### src/rtl/uart_hex_parser_if.sv
// ---------------------------------------------------------------------------
// uart_hex_parser_if
//   Generic valid/ready stream carrying one WIDTH-bit word per handshake.
//   A word moves on every rising clock edge where valid && ready.
//
//   Signals
//     valid : producer has a word on data
//     data  : the word itself
//     ready : consumer can take the word this cycle
//
//   Modports
//     master : producer side (drives valid/data, observes ready)
//     slave  : consumer side (observes valid/data, drives ready)
// ---------------------------------------------------------------------------
interface uart_hex_parser_if #(
   parameter int WIDTH = 8
) ();

   logic             valid;
   logic [WIDTH-1:0] data;
   logic             ready;

   modport master (
      output valid,
      output data,
      input  ready
   );

   modport slave (
      input  valid,
      input  data,
      output ready
   );

endinterface : uart_hex_parser_if

### src/rtl/uart_hex_parser.sv
// ---------------------------------------------------------------------------
// uart_hex_parser
//   Turns a stream of received ASCII bytes into 32-bit values. A token is
//   1..MAX_DIGITS hex digits ('0'-'9', 'A'-'F', 'a'-'f') closed by CR, LF or
//   space. Empty tokens (repeated terminators, CRLF) are dropped silently.
//   A token with too many digits or an illegal character raises a one-cycle
//   err pulse, and the remainder of that token is swallowed up to the next
//   terminator.
//
//   Ports
//     clk          : single clock, rising edge
//     rst_n        : asynchronous active-low reset
//     chars        : byte stream in  (valid / data[7:0] / ready)
//     values       : value stream out (valid / data[31:0] / ready)
//     err          : one-cycle pulse when a token is rejected
//     err_overflow : cause of the last err (1 = too many digits,
//                    0 = illegal character); holds between pulses
//     value_count  : values delivered so far, wraps at 16 bits
//
//   Parameters
//     MAX_DIGITS   : maximum hex digits per token, 1..8
// ---------------------------------------------------------------------------
module uart_hex_parser #(
   parameter int MAX_DIGITS = 8
) (
   input  logic                    clk,
   input  logic                    rst_n,
   uart_hex_parser_if.slave        chars,
   uart_hex_parser_if.master       values,
   output logic                    err,
   output logic                    err_overflow,
   output logic [15:0]             value_count
);

   generate
      if (MAX_DIGITS < 1 || MAX_DIGITS > 8) begin : g_bad_param
         $error("uart_hex_parser: MAX_DIGITS must be within 1..8");
      end
   endgenerate

   localparam logic [3:0] MAX_CNT = 4'(MAX_DIGITS);

   // ACCUM doubles as idle: an empty accumulator is simply count == 0.
   typedef enum logic [1:0] {
      S_ACCUM,
      S_HOLD,
      S_DISCARD
   } state_t;

   state_t      state;
   logic [31:0] acc;
   logic [3:0]  count;

   logic        accept;
   logic        is_digit;
   logic        is_term;
   logic [3:0]  nibble;

   // -------------------------------------------------------------------------
   // Byte classification
   // -------------------------------------------------------------------------
   // NOTE: every output of this block gets a default first so no path can
   // leave it unassigned and infer a latch.
   always_comb begin
      is_digit = 1'b0;
      nibble   = 4'h0;
      if (chars.data >= 8'h30 && chars.data <= 8'h39) begin
         is_digit = 1'b1;
         nibble   = chars.data[3:0];
      end else if ((chars.data >= 8'h41 && chars.data <= 8'h46) ||
                   (chars.data >= 8'h61 && chars.data <= 8'h66)) begin
         // 'A'/'a' have low nibble 1, so +9 lands on 10.
         is_digit = 1'b1;
         nibble   = chars.data[3:0] + 4'd9;
      end
   end

   assign is_term = (chars.data == 8'h0D) ||
                    (chars.data == 8'h0A) ||
                    (chars.data == 8'h20);

   // Not ready while a value waits downstream, including the handshake cycle
   // itself, because readiness follows the registered state.
   assign chars.ready = (state != S_HOLD);
   assign accept      = chars.valid && chars.ready;

   // -------------------------------------------------------------------------
   // Parser FSM with registered outputs
   // -------------------------------------------------------------------------
   // NOTE: sequential state uses non-blocking assignments so every register
   // samples pre-edge values regardless of statement order.
   always_ff @(posedge clk or negedge rst_n) begin
      if (!rst_n) begin
         state        <= S_ACCUM;
         acc          <= 32'h0;
         count        <= 4'd0;
         values.valid <= 1'b0;
         values.data  <= 32'h0;
         err          <= 1'b0;
         err_overflow <= 1'b0;
         value_count  <= 16'h0;
      end else begin
         err <= 1'b0;

         case (state)
            S_ACCUM: begin
               if (accept) begin
                  if (is_digit) begin
                     if (count < MAX_CNT) begin
                        acc   <= {acc[27:0], nibble};
                        count <= count + 4'd1;
                     end else begin
                        err          <= 1'b1;
                        err_overflow <= 1'b1;
                        acc          <= 32'h0;
                        count        <= 4'd0;
                        state        <= S_DISCARD;
                     end
                  end else if (is_term) begin
                     // Empty tokens (CRLF, repeated spaces) fall through here.
                     if (count != 4'd0) begin
                        values.data  <= acc;
                        values.valid <= 1'b1;
                        acc          <= 32'h0;
                        count        <= 4'd0;
                        state        <= S_HOLD;
                     end
                  end else begin
                     err          <= 1'b1;
                     err_overflow <= 1'b0;
                     acc          <= 32'h0;
                     count        <= 4'd0;
                     state        <= S_DISCARD;
                  end
               end
            end

            S_HOLD: begin
               if (values.ready) begin
                  values.valid <= 1'b0;
                  value_count  <= value_count + 16'd1;
                  state        <= S_ACCUM;
               end
            end

            S_DISCARD: begin
               // Swallow the rest of a rejected token; only one err per token.
               if (accept && is_term) begin
                  acc   <= 32'h0;
                  count <= 4'd0;
                  state <= S_ACCUM;
               end
            end

            default: begin
               state <= S_ACCUM;
            end
         endcase
      end
   end

endmodule : uart_hex_parser

### src/flat_wrapper.sv
// flat-port wrapper written by rule: the top's interface ports become plain ports
module uart_hex_parser_flat 
#(
   parameter int MAX_DIGITS = 8
)
  (clk, rst_n, err, err_overflow, value_count, chars_valid, chars_data, chars_ready, values_valid, values_data, values_ready);
  uart_hex_parser_if #(.WIDTH(8)) chars_i ();
  uart_hex_parser_if #(.WIDTH(32)) values_i ();
  input  logic clk;
  input  logic rst_n;
  output logic err;
  output logic err_overflow;
  output logic [15:0] value_count;
  input wire logic [$bits(chars_i.valid)-1:0] chars_valid;
  input wire logic [$bits(chars_i.data)-1:0] chars_data;
  output wire logic [$bits(chars_i.ready)-1:0] chars_ready;
  output wire logic [$bits(values_i.valid)-1:0] values_valid;
  output wire logic [$bits(values_i.data)-1:0] values_data;
  input wire logic [$bits(values_i.ready)-1:0] values_ready;
  assign chars_i.valid = chars_valid;
  assign chars_i.data = chars_data;
  assign chars_ready = chars_i.ready;
  assign values_valid = values_i.valid;
  assign values_data = values_i.data;
  assign values_i.ready = values_ready;
  uart_hex_parser #(.MAX_DIGITS(MAX_DIGITS)) u_core (.clk(clk), .rst_n(rst_n), .chars(chars_i), .values(values_i), .err(err), .err_overflow(err_overflow), .value_count(value_count));
endmodule
### config.mk
export PLATFORM = sky130hd
export DESIGN_NAME = uart_hex_parser_flat
export DESIGN_NICKNAME = d
export VERILOG_FILES = /design/src/rtl/uart_hex_parser_if.sv /design/src/rtl/uart_hex_parser.sv /design/src/flat_wrapper.sv
export SDC_FILE = /design/constraint.sdc
export NUM_CORES = 1
export LEC_CHECK = 0
export CORE_UTILIZATION = 60
export CTS_CLUSTER_SIZE = 20
export DETAILED_ROUTE_END_ITERATION = 7
export DONT_BUFFER_PORTS = 1
export HOLD_SLACK_MARGIN = 0.12
export PLACE_DENSITY = 0.83
export SKIP_LAST_GASP = 1
export SYNTH_ARGS = -nofsm -noshare
export SYNTH_HDL_FRONTEND = slang
export SYNTH_SLANG_ARGS = --single-unit
### constraint.sdc
create_clock -name clk -period 2.1 [get_ports clk]
set_input_delay 0.21 -clock clk [delete_from_list [all_inputs] [get_ports clk]]
set_output_delay 0.21 -clock clk [all_outputs]
set_load 0.01 [all_outputs]
==> load_flow_metrics.sql <==
INSERT INTO impl_metrics (metric_group, metric, value, unit) VALUES
('status', 'run_status', 'finished with violations', ''),
('status', 'violations_in_the_final_reports', 'negative hold slack', ''),
('floorplan', 'design.portCount', '64', ''),
('cts', 'clock_path_buffers', '2', ''),
('layout', 'layout_common_cells', 'sky130_fd_sc_hd__dfrtp_1 (89), sky130_fd_sc_hd__o21ai_0 (60), sky130_fd_sc_hd__nand2_1 (39)', ''),
('layout', 'postLayoutCoreUtil', '0.693', ''),
('layout', 'drive_above_1_share', '0.192', ''),
('timing', 'finalHoldViolCount', '89', ''),
('cts', 'cts-hold-fix-buffers', '3', ''),
('synthesis', 'post_synth.cell_area_avg', '11.7', 'um2'),
('layout', 'fillCellCount', '444', ''),
('drt', 'drcViolationCount', '0', ''),
('placement', 'port_buffers', '0', ''),
('synthesis', 'postSynthCellCount', '339', ''),
('synthesis', 'yosys.cell_types.count', '40', ''),
('timing', 'period_share', '0.912', ''),
('drt', 'wirelength', '7460', 'um'),
('floorplan', 'rows', '29', ''),
('timing', 'max_clock_freq', '522', 'MHz'),
('cts', 'h-tree-depth', '3', ''),
('synthesis', 'synthesis.area', '3980', 'um2'),
('synthesis', 'async_reset_ff_frac', '1.00', ''),
('timing', 'post_route_worst_hold_slack', '-0.449', 'ns'),
('worst_setup_path', 'r2r_start', 'u_core.count[0]', ''),
('global_routing', 'grt_pass1_wl', '12600', 'um'),
('power', 'leakage', '2.12', 'nW'),
('synthesis', 'synth.largest_area_cell', 'sky130_fd_sc_hd__dfrtp_1', ''),
('worst_setup_path', 'critPathArrivalTime', '2.18', 'ns'),
('worst_setup_path', 'crit_path_start', 'u_core.count[0]', ''),
('timing', 'drv_slew', '0', ''),
('floorplan', 'initial_core_util', '0.623', ''),
('synthesis', 'synth-edff-count', '0', ''),
('global_routing', 'gr-usage-all-layers', '0.229', ''),
('floorplan', 'die_area', '6960', 'um2'),
('drt', 'initialDrtViolationCount', '184', ''),
('worst_setup_path', 'critPathLaunchType', 'register', ''),
('timing', 'maxSlewHeadroom', '0.689', ''),
('worst_setup_path', 'max_fanout_on_critical_path', '27', ''),
('synthesis', 'synth_seq_cells', '89', ''),
('global_routing', 'grt_pass1_vias', '2597', ''),
('cts', 'cts-root-buf', 'sky130_fd_sc_hd__clkbuf_8', ''),
('layout', 'area_delta_synth_final', '11.2', '%'),
('floorplan', 'die_width', '83.4', 'um'),
('drt', 'wl_per_cell', '17.3', 'um'),
('layout', 'mostFrequentLayoutCell', 'sky130_fd_sc_hd__dfrtp_1', ''),
('synthesis', 'synth_ff_type', 'sky130_fd_sc_hd__dfrtp_1', ''),
('global_routing', 'grt_overflow_total', '0', ''),
('drt', 'route.detailed.vias_per_inst', '6.16', ''),
('drt', 'routed-via-count', '2661', ''),
('synthesis', 'ys_seq_area_frac', '0.560', ''),
('synthesis', 'synth.yosys.warnings', '0', ''),
('timing', 'final_critical_path_setup_slack', '0.184', 'ns'),
('placement', 'placedInstanceArea', '4120', 'um2'),
('layout', 'diodes', '0', ''),
('drt', 'ant_nets', '0', ''),
('placement', 'post_dp_hpwl', '5000', 'um'),
('synthesis', 'synth_top_area_share', '0.560', ''),
('cts', 'worst_skew_pair.late_latency', '0.34', 'ns'),
('cts', 'cts_bufs_inserted', '9', ''),
('timing', 'timing.final.setup_violations', '0', ''),
('placement', 'post-place-ws', '0.0297', 'ns'),
('run', 'cap_viol_max_count', '0', ''),
('worst_setup_path', 'required', '2.36', 'ns'),
('floorplan', 'core_area', '6390', 'um2'),
('global_routing', 'antenna_found_initial', '0', ''),
('layout', 'fin_area', '4420', 'um2'),
('timing', 'fin_crit', '1.92', 'ns'),
('synthesis', 'netlist_top_cells_area', 'sky130_fd_sc_hd__dfrtp_1 (56%), sky130_fd_sc_hd__mux2_4 (11%), sky130_fd_sc_hd__o21ai_0 (7.6%)', ''),
('timing', 'grt_setup_unrepaired', 'no', ''),
('synthesis', 'mappedNetlistNets', '359', ''),
('layout', 'finish.net_count', '370', '');
## registers in the layout, indices dropped and copies added (netlist names)
register	count
u_core.acc	32
u_core.values.data	32
u_core.state	2
u_core.err_overflow	1
u_core.value_count	16
u_core.err	1
u_core.count	4
u_core.values.valid	1
## critical path: stages, from the launching register on
cell and delay, ns:
sky130_fd_sc_hd__dfrtp_1 0.39, sky130_fd_sc_hd__inv_1 0.08, sky130_fd_sc_hd__ha_1 0.23, sky130_fd_sc_hd__and3_1 0.15, sky130_fd_sc_hd__a31o_2 0.27, sky130_fd_sc_hd__or2_1 0.28, sky130_fd_sc_hd__buf_4 0.24, sky130_fd_sc_hd__o21ai_0 0.20
## synth_stat cells (all sizes together), types with 2 or more instances
cell type / number
mux2: 34
nand4: 7
o31ai: 3
clkbuf: 12
dfrtp: 89
nor2: 6
buf: 6
nand2: 39
nor3: 2
o21ai: 70
ha: 8
a21oi: 9
inv: 10
nand3: 5
and3: 3
o21a: 2
xor2: 5
xnor2: 11
## routing by layer
metal  global-route usage  vias up  part of all wire  routed length [um]
li1                     -     1211                 -                   -
met1                0.298     1338              0.43                3240
met2                0.359      102              0.48                3600
met3               0.0726       10             0.070                 526
met4               0.0909        0             0.013                  95
met5                    0        -                 0                   0
## path summary, 6_finish.rpt
path	endpoint	slack (ns)	cells past startpoint
min in group clk	u_core.acc[1]	0.16	2
max in group asynchronous	u_core.values.data[6]	2.44	0
hold reg to reg	u_core.state[1]	0.49	1
setup reg to reg	u_core.acc[9]	0.18	7
hold / removal	u_core.values.data[22]	-0.45	0
setup / recovery	u_core.acc[9]	0.18	7
## area by class of cell
| type | instances | area, um2 | share of cell area |
|---|---|---|---|
| clock inverters | 6 | 138 | 0.0311 |
| multi-input cells | 222 | 1620 | 0.366 |
| flip-flops and latches | 89 | 2230 | 0.504 |
| repair buffers | 18 | 168 | 0.0379 |
| clock buffers | 10 | 138 | 0.0311 |
| well taps | 77 | 96.3 | 0.0218 |
| inverters | 10 | 37.5 | 0.00849 |
## stage by stage
step,hold slack (ns),std cells
floorplan,-0.0856,339
global placement,-0.0836,413
detailed placement,-0.0835,413
CTS,-0.463,432
global route,-0.475,432
finish,-0.449,432
## logic make-up after synthesis
| logic type | count (synthesis) | synth area share |
|---|---|---|
| AO/OA/AOI/OAI | 93 | 0.134 |
| XOR/XNOR | 16 | 0.0352 |
| adder cells (fa/ha/maj) | 8 | 0.0252 |
| buffers and inverters | 28 | 0.0346 |
| flip-flops | 89 | 0.560 |
| multiplexers | 35 | 0.125 |
| AND/OR/NAND/NOR | 70 | 0.0859 |
## repair_timing
action,4_1_cts,5_1_grt
endpoints found under the hold margin,92,89
endpoints found under the setup margin,0,0
setup buffers,0,0
## power by group
part / total [mW] / internal [mW] / switching, mW
registers: 1.72 / 1.71 / 0.00189
clock network: 1.54 / 0.950 / 0.592
logic: 0.0739 / 0.0327 / 0.0412
total: 3.33 / 2.70 / 0.635
Power figures use the tool's default switching activity.
